### config.mk
export PLATFORM = sky130hd
export DESIGN_NAME = interp_10x_sequencer
export DESIGN_NICKNAME = d
export VERILOG_FILES = /design/src/rtl/interp_seq_pkg.sv /design/src/rtl/interp_strobe_gen.sv /design/src/rtl/interp_10x_sequencer.sv
export SDC_FILE = /design/constraint.sdc
export NUM_CORES = 1
export LEC_CHECK = 0
export ABC_CLOCK_PERIOD_IN_PS = 5900
export CORE_MARGIN = 1.5
export CORE_UTILIZATION = 50
export CTS_CLUSTER_SIZE = 16
export DETAILED_ROUTE_END_ITERATION = 6
export PLACE_DENSITY = 0.87
export SLEW_MARGIN = 30
export SYNTH_ARGS = -nofsm -noshare
export SYNTH_HDL_FRONTEND = slang
export SYNTH_SLANG_ARGS = --single-unit
### constraint.sdc
create_clock -name clk -period 5.9 [get_ports clk]
set_input_delay 1.475 -clock clk [delete_from_list [all_inputs] [get_ports clk]]
set_output_delay 1.475 -clock clk [all_outputs]
set_load 0.03 [all_outputs]
### src/rtl/interp_seq_pkg.sv
// Shared constants and y_bus slicing for the 10x interpolator sequencer.
package interp_seq_pkg;
  localparam int PHASES   = 10;
  localparam int SAMPLE_W = 8;
  localparam int PHASE_W  = 4;

  typedef logic [SAMPLE_W-1:0] sample_t;

  function automatic sample_t y_slice(input logic [PHASES*SAMPLE_W-1:0] y, input int k);
    return y[k*SAMPLE_W +: SAMPLE_W];
  endfunction
endpackage

### src/rtl/interp_strobe_gen.sv
// Slot/frame strobe generator: div_cnt, phase counter and registered strobes.
module interp_strobe_gen
  import interp_seq_pkg::*;
#(
  parameter int DIV = 4
) (
  input  logic               clk,
  input  logic               reset,
  input  logic               enable,
  output logic               slot,
  output logic [PHASE_W-1:0] phase,
  output logic               clk_en,
  output logic               clk_en_10x
);
  localparam int DW = 8;

  logic [DW-1:0]      div_cnt_q, div_cnt_d;
  logic [PHASE_W-1:0] p_q, p_d;
  logic               clk_en_q, clk_en_d, clk_en_10x_q, clk_en_10x_d;

  always_comb begin
    slot         = enable && (div_cnt_q == DW'(DIV - 1));
    div_cnt_d    = div_cnt_q;
    p_d          = p_q;
    if (!enable) begin
      div_cnt_d = '0;
      p_d       = '0;
    end else if (slot) begin
      div_cnt_d = '0;
      p_d       = (p_q == PHASE_W'(PHASES - 1)) ? '0 : p_q + 1'b1;
    end else begin
      div_cnt_d = div_cnt_q + 1'b1;
    end
    // strobes are registered, so they trail the internal slot by one cycle
    clk_en_10x_d = slot;
    clk_en_d     = slot && (p_q == '0);
  end

  always_ff @(posedge clk or posedge reset) begin
    if (reset) begin
      div_cnt_q    <= '0;
      p_q          <= '0;
      clk_en_q     <= 1'b0;
      clk_en_10x_q <= 1'b0;
    end else begin
      div_cnt_q    <= div_cnt_d;
      p_q          <= p_d;
      clk_en_q     <= clk_en_d;
      clk_en_10x_q <= clk_en_10x_d;
    end
  end

  assign phase      = p_q;
  assign clk_en     = clk_en_q;
  assign clk_en_10x = clk_en_10x_q;
endmodule

### src/rtl/interp_10x_sequencer.sv
// Sequencer for the 10x interpolator: input holding, pair load, capture, serializer.
// Optional saturating underrun counter under INTERP_SEQ_UNDERRUN_CNT_EN.
module interp_10x_sequencer
  import interp_seq_pkg::*;
#(
  parameter int DIV = 4
) (
  input  logic        clk,
  input  logic        reset,
  input  logic        enable,
  input  logic        s_valid,
  output logic        s_ready,
  input  logic [7:0]  s_data,
  output logic        clk_en,
  output logic        clk_en_10x,
  output logic [7:0]  x0,
  output logic [7:0]  x1,
  input  logic        end_stage,
  input  logic [79:0] y_bus,
  output logic [7:0]  m_data,
  output logic        m_valid,
  output logic        underrun,
  input  logic        underrun_clr,
  output logic [7:0]  underrun_cnt
);
  logic               slot;
  logic [PHASE_W-1:0] phase;
  logic               ld, acc, ur;

  // capture happens on schedule regardless of end_stage
  logic unused_end_stage;
  assign unused_end_stage = end_stage;

  interp_strobe_gen #(.DIV(DIV)) u_strobe (
    .clk        (clk),
    .reset      (reset),
    .enable     (enable),
    .slot       (slot),
    .phase      (phase),
    .clk_en     (clk_en),
    .clk_en_10x (clk_en_10x)
  );

  sample_t                          hold_q, hold_d, x0_q, x0_d, x1_q, x1_d, m_data_q, m_data_d;
  logic [PHASES-1:0][SAMPLE_W-1:0]  obuf_q, obuf_d;
  logic                             hold_full_q, hold_full_d, s_ready_q, s_ready_d;
  logic                             obuf_valid_q, obuf_valid_d, m_valid_q, m_valid_d;
  logic                             underrun_q, underrun_d;
  logic [1:0]                       loads_q, loads_d;

  always_comb begin
    ld           = slot && (phase == PHASE_W'(PHASES - 1));
    acc          = s_valid && s_ready_q;
    ur           = ld && !hold_full_q;
    hold_d       = hold_q;
    hold_full_d  = hold_full_q;
    x0_d         = x0_q;
    x1_d         = x1_q;
    obuf_d       = obuf_q;
    obuf_valid_d = obuf_valid_q;
    loads_d      = loads_q;
    m_data_d     = m_data_q;
    underrun_d   = underrun_q;
    if (ld) begin
      for (int k = 0; k < PHASES; k++) obuf_d[k] = y_slice(y_bus, k);
      // the first two loads only prime x0/x1, so their captures are discarded
      obuf_valid_d = obuf_valid_q | loads_q[1];
      if (loads_q != 2'd3) loads_d = loads_q + 1'b1;
      x0_d = x1_q;
      if (hold_full_q) begin
        x1_d        = hold_q;
        hold_full_d = 1'b0;
      end
    end
    if (acc) begin
      hold_d      = s_data;
      hold_full_d = 1'b1;
    end
    s_ready_d = !hold_full_d;
    m_valid_d = slot && obuf_valid_q;
    if (slot) m_data_d = obuf_q[phase];
    if (underrun_clr) underrun_d = 1'b0;
    if (ur)           underrun_d = 1'b1;
  end

  always_ff @(posedge clk or posedge reset) begin
    if (reset) begin
      hold_q       <= '0;
      hold_full_q  <= 1'b0;
      s_ready_q    <= 1'b0;
      x0_q         <= '0;
      x1_q         <= '0;
      obuf_q       <= '0;
      obuf_valid_q <= 1'b0;
      loads_q      <= '0;
      m_data_q     <= '0;
      m_valid_q    <= 1'b0;
      underrun_q   <= 1'b0;
    end else begin
      hold_q       <= hold_d;
      hold_full_q  <= hold_full_d;
      s_ready_q    <= s_ready_d;
      x0_q         <= x0_d;
      x1_q         <= x1_d;
      obuf_q       <= obuf_d;
      obuf_valid_q <= obuf_valid_d;
      loads_q      <= loads_d;
      m_data_q     <= m_data_d;
      m_valid_q    <= m_valid_d;
      underrun_q   <= underrun_d;
    end
  end

`ifdef INTERP_SEQ_UNDERRUN_CNT_EN
  logic [7:0] ucnt_q, ucnt_d;
  always_comb begin
    ucnt_d = ucnt_q;
    if (underrun_clr)             ucnt_d = {7'd0, ur};
    else if (ur && ucnt_q != 8'hFF) ucnt_d = ucnt_q + 8'd1;
  end
  always_ff @(posedge clk or posedge reset) begin
    if (reset) ucnt_q <= '0;
    else       ucnt_q <= ucnt_d;
  end
  assign underrun_cnt = ucnt_q;
`else
  assign underrun_cnt = 8'h00;
`endif

  assign s_ready  = s_ready_q;
  assign x0       = x0_q;
  assign x1       = x1_q;
  assign m_data   = m_data_q;
  assign m_valid  = m_valid_q;
  assign underrun = underrun_q;
endmodule

# --- Word-level counts from Yosys, hierarchy flattened ---
# Cells that the tools add are included.
classes:
  add_sub_neg: 3
  n_mul: 0
  n_div: 0
  order_cmp: 1
  n_eq_ne: 4
  shifts: 0
  muxes: 11
  bitwise_logic: 1
  reduce_logical: 12
ops:
  columns: ["operator", "count"]
  rows:
  - ["binary-select mux 8 bit (select 4 bit)", 1]
  - ["2-to-1 mux 8 bit", 3]
  - ["2-to-1 mux 4 bit", 3]
  - ["adder 8 x 1 -> 8 bit (second input constant)", 1]
  - ["equality test 8 x 2 -> 1 bit (second input constant)", 1]
  - ["logical AND 1 bit", 6]
  - ["< comparator 4 x 5 -> 1 bit (second input constant)", 1]
  - ["adder 4 x 1 -> 4 bit (second input constant)", 1]
  - ["equality test 4 bit (second input constant)", 1]
  - ["logical NOT 4 bit", 1]
  - ["2-to-1 mux 1 bit", 4]
  - ["AND reduction 2 bit", 2]
  - ["adder 2 x 1 -> 2 bit (second input constant)", 1]
  - ["logical NOT 1 bit", 2]
  - ["!= test 2 x 1 -> 1 bit (second input constant)", 1]
  - ["!= test 2 bit (second input constant)", 1]
  - ["nonzero test 2 bit", 1]
  - ["bitwise OR 1 bit", 1]
totals:
  regBits: 133
  latchBits: 0
  ram_bits: 0
  romBits: 0
  out_inout_bits: 37
  n_memories: 0

# --- Longest topological paths before layout ---
# Gate-level depths: netlist (run 1).
depth:
  depth_word: 6
  mapped_depth: 8

# --- Modules after synthesis ---
# A second synthesis (run 1) with hierarchy kept.
unflattened:
  hier_cells: 419
  hier_area_um2: 6323.6
by_module_without_submodules:
  columns: ["module", "instances", "cells_each", "area_each_um2", "seq_area_each_um2"]
  rows:
  - ["interp_10x_sequencer", 1, 345, 5582.9, 2977.9]
  - ["interp_strobe_gen", 1, 74, 740.7, 350.3]

# --- Worst setup path before layout (run 1) ---
# Ideal clock, no wire load.
synth_path:
  kind: "input -> register"
  start: "input enable"
  end: "register x1_q[0] (netlist: x1[0])"
  setup_ns: 0.125
  arrival_ns: 2.464
  required_ns: 5.775
  path_slack_ns: 3.311
  stages: 5
  n_path_buf: 1
  path_cell_list: "and4bb_2 -> and2_1 -> buf_4 -> nand3_4 -> mux2_2"
synth_via:
  elab_chain_len: 3
synth_lines:
  columns: ["item", "line_no", "rtl"]
  rows:
  - ["start, declared", "interp_10x_sequencer.sv:10", "input logic enable,"]
  - ["logical AND 1 bit", "interp_strobe_gen.sv:22", "slot = enable && (div_cnt_q == DW'(DIV - 1));"]
  - ["logical AND 1 bit", "interp_10x_sequencer.sv:52", "ld = slot && (phase == PHASE_W'(PHASES - 1));"]
  - ["AND reduction 2 bit (no source line)", null, null]
  - ["end signal, assigned", "interp_10x_sequencer.sv:92", "x1_q <= '0;"]
  - ["end signal, assigned", "interp_10x_sequencer.sv:104", "x1_q <= x1_d;"]
  - ["end, declared", "interp_10x_sequencer.sv:44", "sample_t hold_q, hold_d, x0_q, x0_d, x1_q, x1_d, m_data_q, m_data_d;"]
# No other way between the ends.
# A chain may end at the register's enable or synchronous reset.

# --- Final worst setup path (run 1) ---
layout_path:
  start: "input enable"
  end: "register obuf_q[77] (netlist bit)"
layout_via:
  elab_chain_len: 2
layout_lines:
  columns: ["item", "line_no", "rtl"]
  rows:
  - ["logical AND 1 bit", "interp_strobe_gen.sv:22", null]
  - ["logical AND 1 bit", "interp_10x_sequencer.sv:52", null]
  - ["end signal, assigned", "interp_10x_sequencer.sv:105", "obuf_q <= obuf_d;"]
  - ["end, declared", "interp_10x_sequencer.sv:45", "logic [PHASES-1:0][SAMPLE_W-1:0] obuf_q, obuf_d;"]
# No other way between the ends.

==> summary.md, run 1 <==
| Metric | Value |
|---|---|
| Highest ir drop seen on vdd | `0.1687 mV` |
| Top post-synthesis cells by area | `dfrtp_1 (57%), mux2_2 (20%), mux4_2 (3.1%)` |
| Cell taking the most area after synthesis | `dfrtp_1` |
| Top Ports | `between 100 and 150` |
| Hold Crit Class | `flop to flop` |
| R2R depth | `6` |
| Most common cell after layout, fill and taps aside | `dfrtp_1` |
| Critical path's top delay family | `buffers and inverters` |
| Least-Margin Pin Slew | `0.8805 ns` |
| Clk Latency, worst-skew pair | `just over 0.4 ns` |
| Final setup skew | `roughly 0.0099 ns` |
| Slowest CP cell | `clkdlybuf4s50_1` |
| Port bufs | `121` |
| Fin. Hold Viols | `0` |
| Root Driver | `clkbuf_16` |
| R2r setup slk | `2.77 ns` |
| Full die area | `0.01235 sq mm` |
| WHS Endpoint | `obuf_valid_q` |
| Sequential share of power | `0.419` |
| CTS tree | `yes` |
| Pwr/cell area | `311.6 mW/mm^2` |
| Ys Warns | `0` |
| Min Tclk post-route | `roughly 3.6 ns` |
| Worst EP required | `6.18 ns` |
| Placed Area | `0.007068 sq mm` |
| Hold buffer count at cts | `0` |
| Clock Sinks | `133` |
| Post-synth top area share | `0.5695` |
| Flop and latch count out of synthesis | `133` |
| Mean routed wirelength per cell | `about 17 um` |
| Clk network pwr share | `0.463` |
| Seq/Total Area, Yosys | `0.5695` |
| Worst-case clock buffer depth | `2` |
| WP data arrival | `3.87 ns` |
| Kind of critical path | `primary input to flop` |
| Leak | `between 3 and 4 nW` |
| Worst-path fanout max | `55` |
| CP max stage delay | `about 0.57 ns` |
| Max-cap violations | `0` |
| Worst r2r src | `u_strobe.phase[1]` |
| Initial drt markers | `210` |
| Chip Height | `111.1 um` |
| Tot GR Track Use | `0.2031` |
| Die Width | `111.1 um` |
| Final instance area | `0.007701 sq mm` |
| Vias per cell | `between 5 and 6` |
| Switching share of power | `0.2342` |
| Setup TNS | `0 ns` |
| Vias in the first global route | `about 3,900` |
| ANT cells | `0` |
| Sw power | `0.0005621 W` |
| Layout net count | `roughly 630` |
| Clock Pin Slew Worst Setup and Hold Paths | `0.05 ns` |
| Fin crit share | `0.6081` |
| Synth unique cells | `37` |
| Worst Setup Start Kind | `primary input` |
| RSZ-0062 raised after global routing | `false` |
| WP buf/inv | `2` |
| Final Wtd Congestion | `0.7871` |
| Starting Density | `0.5118` |
| Vias | `between 3,000 and 4,000` |
| Most frequent cells in the layout | `dfrtp_1 (132), clkdlybuf4s50_1 (121), mux2_2 (104), nor2_1 (17), clkbuf_16 (17)` |
| Hold depth | `1` |
| Total wire length | `11,960 um` |
| PostCTS Resize Cnt | `0` |
| H-tree levels | `4` |
| Comb power frac | `0.118` |
| Layout cells sized above 1 | `0.2873` |
| Final Max Slew Viols | `0` |
| Area of the mapped netlist | `about 0.006 sq mm` |
| Postcts setup bufs | `0` |
| Pint | `~0.0018 W` |
| R2R Path End | `obuf_q[52]` |
| FP Rows | `39` |
| Total power | `0.002400 W` |
| Dpl hpwl | `about 8500 um` |
| Number of CTS-inserted buffers | `17` |
| Critical path endpoint category | `flop` |
| Drt first pass iters | `4` |
| Setup-failing EPs final | `0` |
| Largest net degree at the start of global routing | `56` |
| Source of the worst hold timing path | `obuf_valid_q` |
| Core area | `about 0.011 sq mm` |
| Crit-path cells | `clkdlybuf4s50_1 -> and4bb_2 -> nand3_4 -> buf_4 -> mux2_1` |
| Gr ovfl total | `0` |
| P&R area growth vs syn | `31.77%` |
| CP Launch Point | `enable` |
| Max_slew headroom | `0.4130` |
| Mapped Cells | `408` |
| Maximum clock rate | `278.7 MHz` |
| Global-route wire length before repair | `19,540 um` |
| DRT antenna net count | `0` |
| Antenna violations before repair | `0` |
| Residual DRC | `0` |
| Avg Inst Size Synth | `14.32 sq um` |
| Status | `complete, no violations` |
layer usage:
metal | GRT usage | part of all wire | wire length [um] | up-vias
li1 | - | - | - | 1695
met1 | 0.2528 | 0.44 | 5205 | 1837
met2 | 0.3440 | 0.50 | 5937 | 127
met3 | 0.06506 | 0.058 | 698 | 9
met4 | 0.05401 | 0.0095 | 114 | 0
met5 | 0 | 0 | 0 | -
flip-flops by register name, summed over array words and instances (netlist names):
register,count
u_strobe.div_cnt_q,8
x0,8
u_strobe.clk_en_10x,1
u_strobe.clk_en,1
hold_q,8
obuf_valid_q,1
x1,8
underrun,1
s_ready,1
m_data,8
obuf_q,80
u_strobe.phase,4
hold_full_q,1
loads_q,2
m_valid,1
cells in the mapped netlist:
cell type,n
dfrtp_1,133
mux2_2,104
nor2_1,17
mux2i_1,16
nand2_1,15
buf_4,11
buf_6,9
o22ai_1,9
a21oi_1,8
a31oi_1,8
mux2_1,8
mux4_2,8
nand3_1,8
buf_2,6
inv_1,6
and3_1,5
ha_1,5
xor2_1,5
and2_1,3
o21ai_0,3
xnor2_1,3
nand3_4,2
o2bb2ai_1,2
a31o_2,1
and3b_1,1
and4bb_2,1
buf_1,1
clkbuf_1,1
conb_1,1
mux2_4,1
nand2b_1,1
nand3b_1,1
nor3b_1,1
nor4_4,1
o211ai_1,1
or2_2,1
or3b_2,1
cells by family (layout without fill, tap and decap cells):
logic type | after synthesis | in the layout | synth area share
buffers and inverters | 34 | 162 | 0.04175
AND/OR/NAND/NOR | 58 | 58 | 0.05545
adder cells (fa/ha/maj) | 5 | 5 | 0.01070
other | 1 | 8 | 0.0006416
multiplexers | 137 | 137 | 0.2766
AO/OA/AOI/OAI | 32 | 32 | 0.03340
XOR/XNOR | 8 | 8 | 0.01199
flip-flops | 133 | 133 | 0.5695
per-stage QoR:
stage	std cells	util	worst slack (ns)	hold slack, ns
6_report	686	0.6744	2.312	0.4881
5_1_grt	686	0.6744	2.173	0.5058
4_1_cts	686	0.6744	2.283	0.4867
3_5_place_dp	654	0.6190	1.861	0.4716
3_3_place_gp	654	0.6188	1.930	0.4623
2_1_floorplan	415	-	0.8706	0.4330
how the worst max path moves through the flow:
stage	end	slack (ns)	cells past startpoint
2_1_floorplan	hold_full_q	0.87	1
3_3_place_gp	obuf_q[64]	1.93	5
3_5_place_dp	obuf_q[77]	1.86	5
4_1_cts	obuf_q[75]	2.28	5
5_1_grt	obuf_q[64]	2.17	5
6_report	obuf_q[77]	2.31	5
power by group through the flow:
stage,Clock (W),Sequential [W],Combinational (W)
after global routing,0.00117,0.00101,0.000303
after CTS,0.00113,0.00101,0.000286
after floorplan,0,0.00106,0.0000938
after global placement,0,0.00102,0.000279
final,0.00111,0.00101,0.000282
after detailed placement,0,0.00102,0.000284
layout make-up:
class | count | area (sq um)
clock buffer | 20 | 456.7
clock inverter | 12 | 176.4
fill | 841 | 3717
inverter | 6 | 25.02
multi-input combinational | 248 | 2298
sequential | 133 | 3332
tap | 143 | 178.9
timing repair buffer | 124 | 1234
(Power assumes the default switching activity.)
==> inputs of run 2 (changes only) <==
ABC_CLOCK_PERIOD_IN_PS = 3680   (was 5900)
clock period = 3.68 ns   (was 5.9 ns; I/O delays follow)
==> run 2 against run 1 <==
Net effect:
- sequential share of layout area hardly changed
- sequential cell count stayed put
- combinational power is 68% higher
- design area hardly changed
- utilization is 0.066 points lower
- largest cell class unchanged
- non-clock buffer count is 2 higher
- clock skew hardly changed
- sequential power is 58% higher
- critical path type is now flop to flop
==> summary.md, run 2 (same netlist as run 1, synthesis figures left out) <==
| Metric | Value |
|---|---|
| Root Driver | `clkbuf_16` |
| DRT antenna net count | `0` |
| Setup TNS | `0 ns` |
| Postcts setup bufs | `0` |
| PostCTS Resize Cnt | `0` |
| Layout cells sized above 1 | `0.2881` |
| Dpl hpwl | `8330 um` |
| Most frequent cells in the layout | `dfrtp_1 (132), clkdlybuf4s50_1 (121), mux2_2 (104), nor2_1 (17), clkbuf_16 (17)` |
| Worst-path fanout max | `36` |
| Hold buffer count at cts | `0` |
| RSZ-0062 raised after global routing | `false` |
| Comb power frac | `0.127` |
| Largest net degree at the start of global routing | `134` |
| Drt first pass iters | `4` |
| Switching share of power | `0.2496` |
| Sequential share of power | `0.428` |
| Initial drt markers | `149` |
| Residual DRC | `0` |
| Layout net count | `631` |
| H-tree levels | `4` |
| ANT cells | `0` |
| Full die area | `approximately 0.012 sq mm` |
| Min Tclk post-route | `2.649 ns` |
| Die Width | `111.1 um` |
| Worst-case clock buffer depth | `2` |
| Port bufs | `121` |
| Vias per cell | `between 5 and 6` |
| Clock Pin Slew Worst Setup and Hold Paths | `approximately 0.060 ns` |
| Top Ports | `~130` |
| Pwr/cell area | `between 400 and 500 mW/mm^2` |
| Vias | `3,686` |
| Final Max Slew Viols | `0` |
| Final setup skew | `0.009684 ns` |
| Max_slew headroom | `0.5450` |
| CTS tree | `yes` |
| Max reg flops | `80` |
| WP data arrival | `2.93 ns` |
| Chip Height | `111.1 um` |
| Setup-failing EPs final | `0` |
| Max-cap violations | `0` |
| P&R area growth vs syn | `31.64%` |
| Gr ovfl total | `0` |
| Most flops, register | `obuf_q` |
| Worst Setup Start Kind | `flop` |
| Antenna violations before repair | `0` |
| Clock Sinks | `approximately 130` |
| Worst EP required | `3.96 ns` |
| Hold Crit Class | `flop to flop` |
| FP Rows | `39` |
| Vias in the first global route | `3,964` |
| Fin. Hold Viols | `0` |
| Highest ir drop seen on vdd | `0.3035 mV` |
| Starting Density | `0.5118` |
| Least-Margin Pin Slew | `0.6825 ns` |
| Total wire length | `12,150 um` |
| Critical path endpoint category | `flop` |
| Pint | `around 0.0028 W` |
| Maximum clock rate | `approximately 380 MHz` |
| Number of CTS-inserted buffers | `17` |
| Fin crit share | `0.7199` |
| Clk network pwr share | `0.446` |
| Status | `complete, no violations` |
| Most common cell after layout, fill and taps aside | `dfrtp_1` |
| Core area | `approximately 0.011 sq mm` |
| Mean routed wirelength per cell | `17.66 um` |
| Global-route wire length before repair | `just over 20,000 um` |
| Clk Latency, worst-skew pair | `0.41 ns` |
| Final Wtd Congestion | `0.7767` |
| Kind of critical path | `flop to flop` |
| Sw power | `approximately 0.00093 W` |
| Final hold slack | `0.4797 ns` |
| Tot GR Track Use | `0.2085` |
| Leak | `3.580 nW` |
run 2: cell types whose count changed in the layout (fill, tap and decap cells not counted), sizes merged:
cell      delta
inv          +4
buf          +2
bufinv       -2
clkinv       -1
clkinvlp     -1
run 2: worst max-delay path, cell delays in order (launching register included):
cell,delay (ns)
dfrtp_1,0.71
inv_1,0.17
ha_1,0.25
and3b_1,0.28
nand3_4,0.26
buf_4,0.45
mux2_2,0.40
run 2: path summary, 6_finish.rpt:
kind / start / end / slack (ns) / cells after the start
min: loads_q[0] / loads_q[0] / 0.48 / 1
min reg2reg: loads_q[0] / loads_q[0] / 0.48 / 1
max in group asynchronous: reset / u_strobe.phase[0] / 2.11 / 3
min in group asynchronous: reset / u_strobe.div_cnt_q[2] / 1.08 / 3
max reg2reg: u_strobe.phase[1] / obuf_q[16] / 1.03 / 6
max: u_strobe.phase[1] / obuf_q[16] / 1.03 / 6
run 2: final cells by class:
type                            count  area (sq um)
Clock inverter                     12         140.1
Clock buffer                       20         446.7
Timing Repair Buffer              126          1274
Fill cell                         808          3725
Tap cell                          143         178.9
Inverter                            6         26.28
Multi-Input combinational cell    248          2298
Sequential cell                   133          3329
run 2: metrics by stage:
stage / worst slack, ns / total power (W) / instances / cell area [sq um] / util
2_1_floorplan: 1.109 / 0.001855 / 415 / 5874 / -
3_3_place_gp: 0.7770 / 0.002082 / 656 / 7107 / 0.6224
3_5_place_dp: 0.7364 / 0.002100 / 656 / 7107 / 0.6224
4_1_cts: 0.9954 / 0.003776 / 688 / 7694 / 0.6738
5_1_grt: 0.8472 / 0.003891 / 688 / 7694 / 0.6738
6_report: 1.031 / 0.003740 / 688 / 7694 / 0.6738
run 2: power groups by stage:
stage	registers, W	clock network (W)	logic [W]
2_1_floorplan	0.00170	0	0.000151
3_3_place_gp	0.00162	0	0.000463
3_5_place_dp	0.00162	0	0.000476
4_1_cts	0.00160	0.00170	0.000482
5_1_grt	0.00161	0.00177	0.000512
6_report	0.00160	0.00167	0.000475
run 2: layer usage:
layer / vias to the layer above / share of wire / GRT usage
met1: 1842 / 0.42 / 0.2688
met3: 16 / 0.061 / 0.06233
met2: 129 / 0.50 / 0.3449
met5: - / 0 / 0
met4: 0 / 0.017 / 0.05823
li1: 1699 / - / -
